File: src/rtl/pic_tmr_pkg.sv
// pic_tmr_pkg
//   Shared constants for the Timer0 / prescaler / watchdog block.
//   OPTION register bit positions and a helper that builds the
//   prescaler compare mask for a given number of low-order bits.
package pic_tmr_pkg;

  localparam int T0CS_BIT = 5;
  localparam int T0SE_BIT = 4;
  localparam int PSA_BIT  = 3;
  localparam int PS_LSB   = 0;
  localparam int PS_MSB   = 2;

  // Mask with the low 'n' bits set, n in 0..8.
  function automatic logic [7:0] ones_mask(input logic [3:0] n);
    logic [8:0] m;
    m = (9'd1 << n) - 9'd1;
    return m[7:0];
  endfunction

endpackage

File: src/rtl/pic_sync_edge.sv
// pic_sync_edge
//   Two-flop synchroniser for an asynchronous pin followed by an edge
//   register. evt is a one-cycle pulse for the selected pin edge.
// Ports:
//   clk      system clock
//   rst      synchronous active-high reset
//   pin      asynchronous input pin
//   fall_sel 0 = rising edge, 1 = falling edge
//   evt      edge event, valid in the cycle after the second sync flop
module pic_sync_edge (
  input  logic clk,
  input  logic rst,
  input  logic pin,
  input  logic fall_sel,
  output logic evt
);

  logic sync_p0;
  logic sync_p1;
  logic edge_p2;

  always_ff @(posedge clk) begin
    if (rst) begin
      sync_p0 <= 1'b0;
      sync_p1 <= 1'b0;
      edge_p2 <= 1'b0;
    end else begin
      // stage p0: capture asynchronous pin
      sync_p0 <= pin;
      // stage p1: metastability settle
      sync_p1 <= sync_p0;
      // stage p2: previous synchronised level for edge compare
      edge_p2 <= sync_p1;
    end
  end

  assign evt = fall_sel ? (~sync_p1 &  edge_p2)
                        : ( sync_p1 & ~edge_p2);

endmodule

File: src/rtl/pic_tmr0_wdt.sv
// pic_tmr0_wdt
//   Timer0, shared prescaler and watchdog for a PIC16F5x-class core.
// Ports:
//   clk          instruction-cycle clock
//   rst          synchronous active-high reset
//   option       OPTION register: [5] T0CS, [4] T0SE, [3] PSA, [2:0] PS
//   t0cki        asynchronous external Timer0 clock pin
//   tmr_wr       TMR0 write strobe, tmr_wdata is the value to load
//   clrwdt       CLRWDT instruction strobe
//   sleep        SLEEP instruction strobe
//   wdt_en       watchdog enable fuse
//   tmr_q        current TMR0 value
//   tmr_ovf      one-cycle pulse on TMR0 wrap to zero
//   wdt_timeout  one-cycle pulse on watchdog expiry
//   to_n, pd_n   active-low time-out / power-down status bits
module pic_tmr0_wdt
  import pic_tmr_pkg::*;
#(
  parameter int TMR_W = 8,
  parameter int PS_W  = 8,
  parameter int WDT_W = 10
) (
  input  logic             clk,
  input  logic             rst,
  input  logic [7:0]       option,
  input  logic             t0cki,
  input  logic             tmr_wr,
  input  logic [TMR_W-1:0] tmr_wdata,
  input  logic             clrwdt,
  input  logic             sleep,
  input  logic             wdt_en,
  output logic [TMR_W-1:0] tmr_q,
  output logic             tmr_ovf,
  output logic             wdt_timeout,
  output logic             to_n,
  output logic             pd_n
);

  logic             t0cs;
  logic             t0se;
  logic             psa;
  logic [2:0]       ps_sel;
  logic             unused_option_hi;

  logic             ext_evt;
  logic [PS_W-1:0]  ps_q;
  logic [WDT_W-1:0] wdt_q;
  logic [1:0]       inh_q;
  logic             asleep_q;
  logic             psa_q;

  logic             src_evt;
  logic [7:0]       ps_mask;
  logic             ps_full;
  logic             wdt_wrap;
  logic             wdt_clr;
  logic             tmr_tick;
  logic             ps_inc;
  logic             ps_clr;
  logic             timeout;

  assign t0cs             = option[T0CS_BIT];
  assign t0se             = option[T0SE_BIT];
  assign psa              = option[PSA_BIT];
  assign ps_sel           = option[PS_MSB:PS_LSB];
  assign unused_option_hi = &{1'b0, option[7:6]};

  pic_sync_edge u_t0cki_sync (
    .clk      (clk),
    .rst      (rst),
    .pin      (t0cki),
    .fall_sel (t0se),
    .evt      (ext_evt)
  );

  always_comb begin
    src_evt  = t0cs ? ext_evt : ~asleep_q;
    // Timer0 sees 2^(PS+1), the watchdog sees 2^PS.
    ps_mask  = ones_mask(psa ? {1'b0, ps_sel} : ({1'b0, ps_sel} + 4'd1));
    ps_full  = ((ps_q[7:0] & ps_mask) == ps_mask);
    wdt_wrap = wdt_en & (&wdt_q);
    wdt_clr  = clrwdt | sleep;
    tmr_tick = src_evt & (psa | ps_full) & (inh_q == 2'd0);
    ps_inc   = psa ? wdt_wrap : src_evt;
    ps_clr   = (psa != psa_q) | (tmr_wr & ~psa) | (wdt_clr & psa);
    timeout  = wdt_wrap & ~wdt_clr & (~psa | ps_full);
  end

  // Previous PSA value, used only to detect a prescaler reassignment.
  always_ff @(posedge clk) begin
    psa_q <= psa;
  end

  always_ff @(posedge clk) begin
    if (rst) begin
      tmr_q       <= '0;
      ps_q        <= '0;
      wdt_q       <= '0;
      inh_q       <= 2'd0;
      asleep_q    <= 1'b0;
      tmr_ovf     <= 1'b0;
      wdt_timeout <= 1'b0;
      to_n        <= 1'b1;
      pd_n        <= 1'b1;
    end else begin
      if (ps_clr) begin
        ps_q <= '0;
      end else if (ps_inc) begin
        ps_q <= ps_q + PS_W'(1);
      end

      // A write blocks the next two ticks, matching the two-cycle
      // synchronisation delay of the original core.
      if (tmr_wr) begin
        tmr_q <= tmr_wdata;
        inh_q <= 2'd2;
      end else begin
        if (tmr_tick) begin
          tmr_q <= tmr_q + TMR_W'(1);
        end
        if (inh_q != 2'd0) begin
          inh_q <= inh_q - 2'd1;
        end
      end
      tmr_ovf <= ~tmr_wr & tmr_tick & (&tmr_q);

      if (!wdt_en || wdt_clr) begin
        wdt_q <= '0;
      end else begin
        wdt_q <= wdt_q + WDT_W'(1);
      end
      wdt_timeout <= timeout;

      if (sleep) begin
        to_n     <= 1'b1;
        pd_n     <= 1'b0;
        asleep_q <= 1'b1;
      end else if (clrwdt) begin
        to_n <= 1'b1;
        pd_n <= 1'b1;
      end else if (timeout) begin
        to_n     <= 1'b0;
        asleep_q <= 1'b0;
      end
    end
  end

endmodule

File: config.mk
export PLATFORM = sky130hd
export DESIGN_NAME = pic_tmr0_wdt
export DESIGN_NICKNAME = d
export VERILOG_FILES = /design/src/rtl/pic_tmr_pkg.sv /design/src/rtl/pic_sync_edge.sv /design/src/rtl/pic_tmr0_wdt.sv
export SDC_FILE = /design/constraint.sdc
export NUM_CORES = 1
export LEC_CHECK = 0
export ABC_CLOCK_PERIOD_IN_PS = 4400
export CAP_MARGIN = 40
export CORE_MARGIN = 2
export CORE_UTILIZATION = 50
export DETAILED_ROUTE_END_ITERATION = 10
export PLACE_DENSITY = 0.78
export RECOVER_POWER = 50
export SYNTH_ARGS = -nofsm -noshare
export SYNTH_HDL_FRONTEND = slang
export SYNTH_HIERARCHICAL = 1
export SYNTH_SLANG_ARGS = --single-unit
File: constraint.sdc
create_clock -name clk -period 4.4 [get_ports clk]
set_clock_uncertainty 0.2 [all_clocks]
set_input_delay 0.88 -clock clk [delete_from_list [all_inputs] [get_ports clk]]
set_output_delay 0.88 -clock clk [all_outputs]
set_load 0.02 [all_outputs]
==> results_dict.tcl, run 1 <==
set metrics [dict create \
    async_reset_ff_frac 0 \
    setup_ws_ns 0.4344 \
    power_frac_comb 0.191 \
    clock.fmax_ghz 0.2522 \
    slew_viol_final 0 \
    p_leak_uw 0.0009982 \
    regToRegSetupSlack_ns 1.95 \
    status "complete, no violations" \
    worstSetupStartpoint "option[0]" \
    fin_crit_sh 0.9013 \
    yosys_register_bits 37 \
    switching_share 0.2659 \
    numCtsBuffers 5 \
    drc_errors 0 \
    synth_top_area_frac 0.3341 \
    cp.arrival_ns 3.95 \
    nNetsFinal 332 \
    drive_gt1_frac 0.1184 \
    worstSetupEndpoint "tmr_q[4]" \
    die_h_um 70.59 \
    synth-simple-area-share 0.3064 \
    clk_pin_slew_ns 0.07 \
    gp_congestion 0.8632 \
    cap_violations 0 \
    path_class "in -> reg" \
    setup_violations 0 \
    h-tree-depth 2 \
    power_frac_clock 0.326 \
    worst_setup_path_start_kind "input pin" \
    drt-initial-drc-count 98 \
    rows 24 \
    utilization 0.6296 \
    seqPwrFrac 0.483 \
    firstDrtPassIters 4 \
    dieArea_um2 4983 \
    tns_ns 0 \
    ys_warn_count 6 \
    multi_input_area_um2 1368 \
    cts_max_path_buffers 2 \
    synth_edf_count 0 \
    postCtsSetupBuffers 0 \
    wl_per_cell_um 13.58 \
    via_per_inst 5.702 \
    grt_pass1_vias 1939 \
    hold_violations 0 \
    fin_cells 356 \
    antenna_left 0 \
    route.vias.total 2030 \
    max_slew_margin 0.5610 \
    boundaryPins 35 \
    fillers 383 \
    num_antenna_cells 0 \
    post_cts_resized 0 \
    ctsRootBufferMaster "clkbuf_8" \
    layout.area.seq_um2 740.7 \
    intPower_uw 534.7 \
    synth_xor_area_frac 0.05926 \
    cts_tree "built" \
    rr_startpoint "u_t0cki_sync/edge_p2" \
    ir_worst_vdd_uv 185.0 \
    yosysTopAreaCell "dfxtp_1" \
    rsz0062_at_grt "false" \
    timing.rr.end "tmr_q[4]" \
    worst-path-max-fanout 8 \
    hold_ws_ns 0.2397 \
    min_from "u_t0cki_sync/sync_p0" \
    syn_inst 263 \
    synth.cell_area_um2 2217 \
    dp_hpwl_um 3559 \
    core_area_um2 4324 \
    seq_area_frac_synth 0.3341 \
    die_x_um 70.59 \
    initial_core_util 0.5127 \
    preCtsSetupSlack_ns -0.007520 \
    yosys-top-cells-area "dfxtp_1 (33%), nor2_1 (6.4%), xor2_1 (4.0%)" \
    power.density_nw_per_um2 267.5 \
    yosys.area_share.adder 0.02822 \
    cts_hold_buffers 0 \
    muxShareOfSynthArea 0.03273 \
    p_switching_uw 193.7 \
    mostFrequentLayoutCell "nor2_1" \
    required_ns 4.38 \
    grt_max_degree 17 \
    tightest_slew_ns 0.6585 \
    hold_path.class "reg -> reg" \
    synth_cell_type_count 63 \
    dp.cells 348 \
    synthFlopType "dfxtp_1" \
    gr-usage-all-layers 0.2030 \
    syn-num-nets 291 \
    clock_sinks 37 \
    grt_first_pass_wirelength_um 8252 \
    synth_compound_area_frac 0.1902 \
    area_growth_pct 22.80 \
    antenna_found_initial 0 \
    portBuffers 32 \
    clkLatencyLatePin_ns 0.29 \
    end_kind "register" \
    synth_top_family_by_area "simple AND/OR/NAND/NOR gates" \
    wl_um 4834 \
    finalCriticalPeriod_ns 3.966 \
    grt_overflow 0 \
    rr_worst_depth 8 \
    final_cell_mix "nor2_1 (38), dfxtp_1 (37), clkdlybuf4s50_1 (18)" \
    syn_avg_cell_area_um2 8.430 \
]
==> cell type report <==
class / instances / area share
Multi-Input combinational cell: 202 / 0.5023
Sequential cell: 37 / 0.2721
Clock buffer: 7 / 0.03171
Tap cell: 52 / 0.02390
Inverter: 12 / 0.01654
Timing Repair Buffer: 46 / 0.1535
==> cells by family after synthesis <==
logic type                 count (synthesis)
and+or+nand+nor                          122
AOI/OAI and AO/OA                         53
DFF                                       37
buffers and inverters                     24
xor gates and xnor gates                  15
muxes                                      7
adders and majority gates                  5
==> registers in the layout, summed over array words and instances, names as in the netlist <==
name                  count
asleep_q                  1
u_t0cki_sync/sync_p0      1
tmr_q                     8
u_t0cki_sync/sync_p1      1
tmr_ovf                   1
ps_q                      8
to_n                      1
u_t0cki_sync/edge_p2      1
inh_q                     2
wdt_q                    10
wdt_timeout               1
psa_q                     1
pd_n                      1
==> critical path, stage by stage <==
cell	delay, ns
clkdlybuf4s50_1	0.42
ha_1	0.26
and4b_1	0.22
nor2_1	0.18
nor3_1	0.07
a21oi_1	0.13
ha_1	0.20
buf_4	0.18
a21bo_2	0.23
o32ai_1	0.10
o21ai_0	0.13
nand4b_1	0.18
buf_4	0.18
nor2_2	0.10
buf_4	0.15
mux2i_1	0.08
a32o_1	0.26
==> through the flow <==
stage | instance area, um2 | total power [uW]
finish | 2723 | 728.4
global route | 2723 | 759.7
CTS | 2723 | 738.9
detailed placement | 2636 | 500.5
global placement | 2636 | 497.2
floorplan | 2217 | 446.7
==> worst min path at each step <==
stage / end / depth (start not counted)
final: u_t0cki_sync/sync_p1 / 1
after global routing: u_t0cki_sync/sync_p1 / 1
after CTS: u_t0cki_sync/sync_p1 / 1
after floorplan: u_t0cki_sync/sync_p1 / 1
after detailed placement: u_t0cki_sync/sync_p1 / 1
after global placement: u_t0cki_sync/sync_p1 / 1
==> Yosys cell counts (all sizes together), types with 4 or more instances <==
cell and number:
nand2b 4, xor2 10, o21ai 9, nor3b 6, nand3 11, buf 8, nor3 8, dfxtp 37
mux2i 5, ha 5, nor2 40, nor2b 6, clkbuf 4, nand2 14, inv 12, a21oi 13
xnor2 5, nand4 9
==> power groups by stage <==
stage / registers (uW) / clock network (uW) / logic [uW]
detailed placement: 360 / 0 / 141
global placement: 359 / 0 / 138
floorplan: 365 / 0 / 81.8
global route: 353 / 255 / 152
CTS: 352 / 245 / 142
finish: 352 / 237 / 139
==> routing by layer <==
| metal | track usage | part of all wire | wire [um] | vias up |
|---|---|---|---|---|
| met4 | 0.09015 | 0.021 | 101 | 0 |
| met3 | 0.05128 | 0.040 | 193 | 13 |
| li1 | - | - | - | 1031 |
| met5 | 0 | 0 | 0 | - |
| met1 | 0.2507 | 0.47 | 2256 | 941 |
| met2 | 0.3365 | 0.47 | 2283 | 45 |
(Power assumes the default switching activity.)
==> run 2: changes to the inputs <==
--- a/config.mk
+++ b/config.mk
@@ -9,9 +9,12 @@
 export CAP_MARGIN = 40
 export CORE_MARGIN = 2
 export CORE_UTILIZATION = 50
+export CTS_CLUSTER_DIAMETER = 50
 export DETAILED_ROUTE_END_ITERATION = 10
+export GPL_TIMING_DRIVEN = 0
 export PLACE_DENSITY = 0.78
 export RECOVER_POWER = 50
+export SETUP_SLACK_MARGIN = 0.05
 export SYNTH_ARGS = -nofsm -noshare
 export SYNTH_HDL_FRONTEND = slang
 export SYNTH_HIERARCHICAL = 1
==> run 2 against run 1 <==
Effect of this change: critical path depth did not move; die area did not move; clock power rose by 52%; non-clock buffer count rose by 1; utilization rose by 1.4 points; clock-buffer cell count fell by 2; largest cell class unchanged; largest power group is now the clock network.
==> results_dict.tcl, run 2 (synthesis results as in run 1) <==
set metrics [dict create \
    wl_um 4985 \
    finalCriticalPeriod_ns 4.173 \
    fin_cells 358 \
    nNetsFinal 333 \
    wl_met3_um 248 \
    final_cell_mix "nor2_1 (37), dfxtp_1 (37), clkdlybuf4s50_1 (16)" \
    firstDrtPassIters 4 \
    core_area_um2 4324 \
    min_delay_path_depth 1 \
    boundaryPins 35 \
    antenna_left 0 \
    antenna_found_initial 0 \
    wl_per_cell_um 13.92 \
    fillers 384 \
    multi_input_area_um2 1384 \
    wl_met1_um 2312 \
    dpl-instance-area_um2 2592 \
    via_per_inst 5.682 \
    grt_max_degree 14 \
    cts_tree "built" \
    routed-wl-met2_um 2377 \
    largest_register_ffs 10 \
    dp.cells 346 \
    drc_errors 0 \
    area_growth_pct 25.45 \
    setup_violations 0 \
    die_h_um 70.59 \
    numCtsBuffers 5 \
    cp.arrival_ns 4.17 \
    layout.area.seq_um2 740.7 \
    p_leak_uw 0.001026 \
    clock_sinks 37 \
    gp_congestion 0.8374 \
    cap_violations 0 \
    die_x_um 70.59 \
    clkLatencyLatePin_ns 0.29 \
    required_ns 4.40 \
    end_kind "register" \
    path_class "in -> reg" \
    hold_violations 0 \
    clk_pin_slew_ns 0.08 \
    cts_max_path_buffers 2 \
    dp_hpwl_um 3511 \
    portBuffers 31 \
    worst-path-max-fanout 10 \
    gr-usage-all-layers 0.2099 \
    drt-initial-drc-count 127 \
    dr.max_layer_used "met4" \
    stdcell_area_um2 2781 \
    tightest_slew_ns 0.5264 \
    worst_setup_path_start_kind "input pin" \
    setup_ws_ns 0.2268 \
    max_slew_margin 0.6390 \
    fin_crit_sh 0.9485 \
    utilization 0.6432 \
    route.vias.total 2034 \
    preCtsSetupSlack_ns -0.6711 \
    slew_viol_final 0 \
    ctsRootBufferMaster "clkbuf_8" \
    initial_core_util 0.5127 \
    dieArea_um2 4983 \
    grt_first_pass_wirelength_um 8556 \
    cts_hold_buffers 0 \
    grt_overflow 0 \
    reg_top3 "wdt_q (10), ps_q (8), tmr_q (8)" \
    rr_worst_depth 7 \
    power.density_nw_per_um2 306.8 \
    num_antenna_cells 0 \
    rows 24 \
    rsz0062_at_grt "true" \
    hold_path.class "reg -> reg" \
    grt_pass1_vias 1897 \
    drive_gt1_frac 0.1373 \
    top_register "wdt_q" \
    clock.fmax_ghz 0.2396 \
    status "complete, no violations" \
    ir_worst_vdd_uv 176.1 \
    h-tree-depth 2 \
]
==> run 2: final timing paths <==
path | start | to | slack (ns)
worst max-delay path | option[1] | tmr_q[5] | 0.23
worst min-delay path | u_t0cki_sync/sync_p0 | u_t0cki_sync/sync_p1 | 0.25
worst max register to register | wdt_q[0] | ps_q[5] | 1.92
worst min register to register | u_t0cki_sync/sync_p0 | u_t0cki_sync/sync_p1 | 0.25
==> run 2: repair_timing <==
| action | 4_1_cts | 5_1_grt |
|---|---|---|
| setup buffers | 2 | 2 |
| gates resized for setup | 4 | 4 |
| setup endpoints to repair | 12 | 12 |
| gates cloned | 0 | 0 |
| pin swaps | 1 | 3 |
==> run 2: routing by layer <==
layer,track usage,vias to the layer above
met5,0,-
met2,0.3449,47
met1,0.2763,953
met3,0.05413,4
met4,0.05660,0
li1,-,1030
==> run 2: report_power, final <==
group	switching, uW	internal, uW
clock network	133	228
registers	8.08	344
logic	73.2	67.2
==> run 2: worst max-delay path, stage by stage <==
cell and delay (ns):
clkdlybuf4s50_1 0.55, ha_4 0.18, buf_6 0.14, and4b_2 0.29, nor2_2 0.07, nor3_1 0.15
a21oi_1 0.06, ha_1 0.20, clkbuf_4 0.18, nand2b_1 0.12, nor3b_1 0.08, nor4b_4 0.31
o311ai_4 0.17, buf_4 0.18, o21bai_4 0.20, a211oi_1 0.12, a2111oi_2 0.27
==> run 2: area by class of cell <==
cell class,count,share of cell area
Multi-Input combinational cell,202,0.4975
Sequential cell,37,0.2663
Timing Repair Buffer,35,0.1228
Clock buffer,5,0.02474
Clock inverter,3,0.02474
Buffer,12,0.02429
Tap cell,52,0.02339
Inverter,12,0.01619
==> run 2: through the flow <==
step,hold slack [ns],total power [uW],TNS (ns)
after floorplan,0.2138,446.7,0
after global placement,0.2173,493.5,-4.905
after detailed placement,0.2296,495.2,-5.606
after CTS,0.2475,856.8,0
after global routing,0.2753,884.9,0
final,0.2528,853.2,0
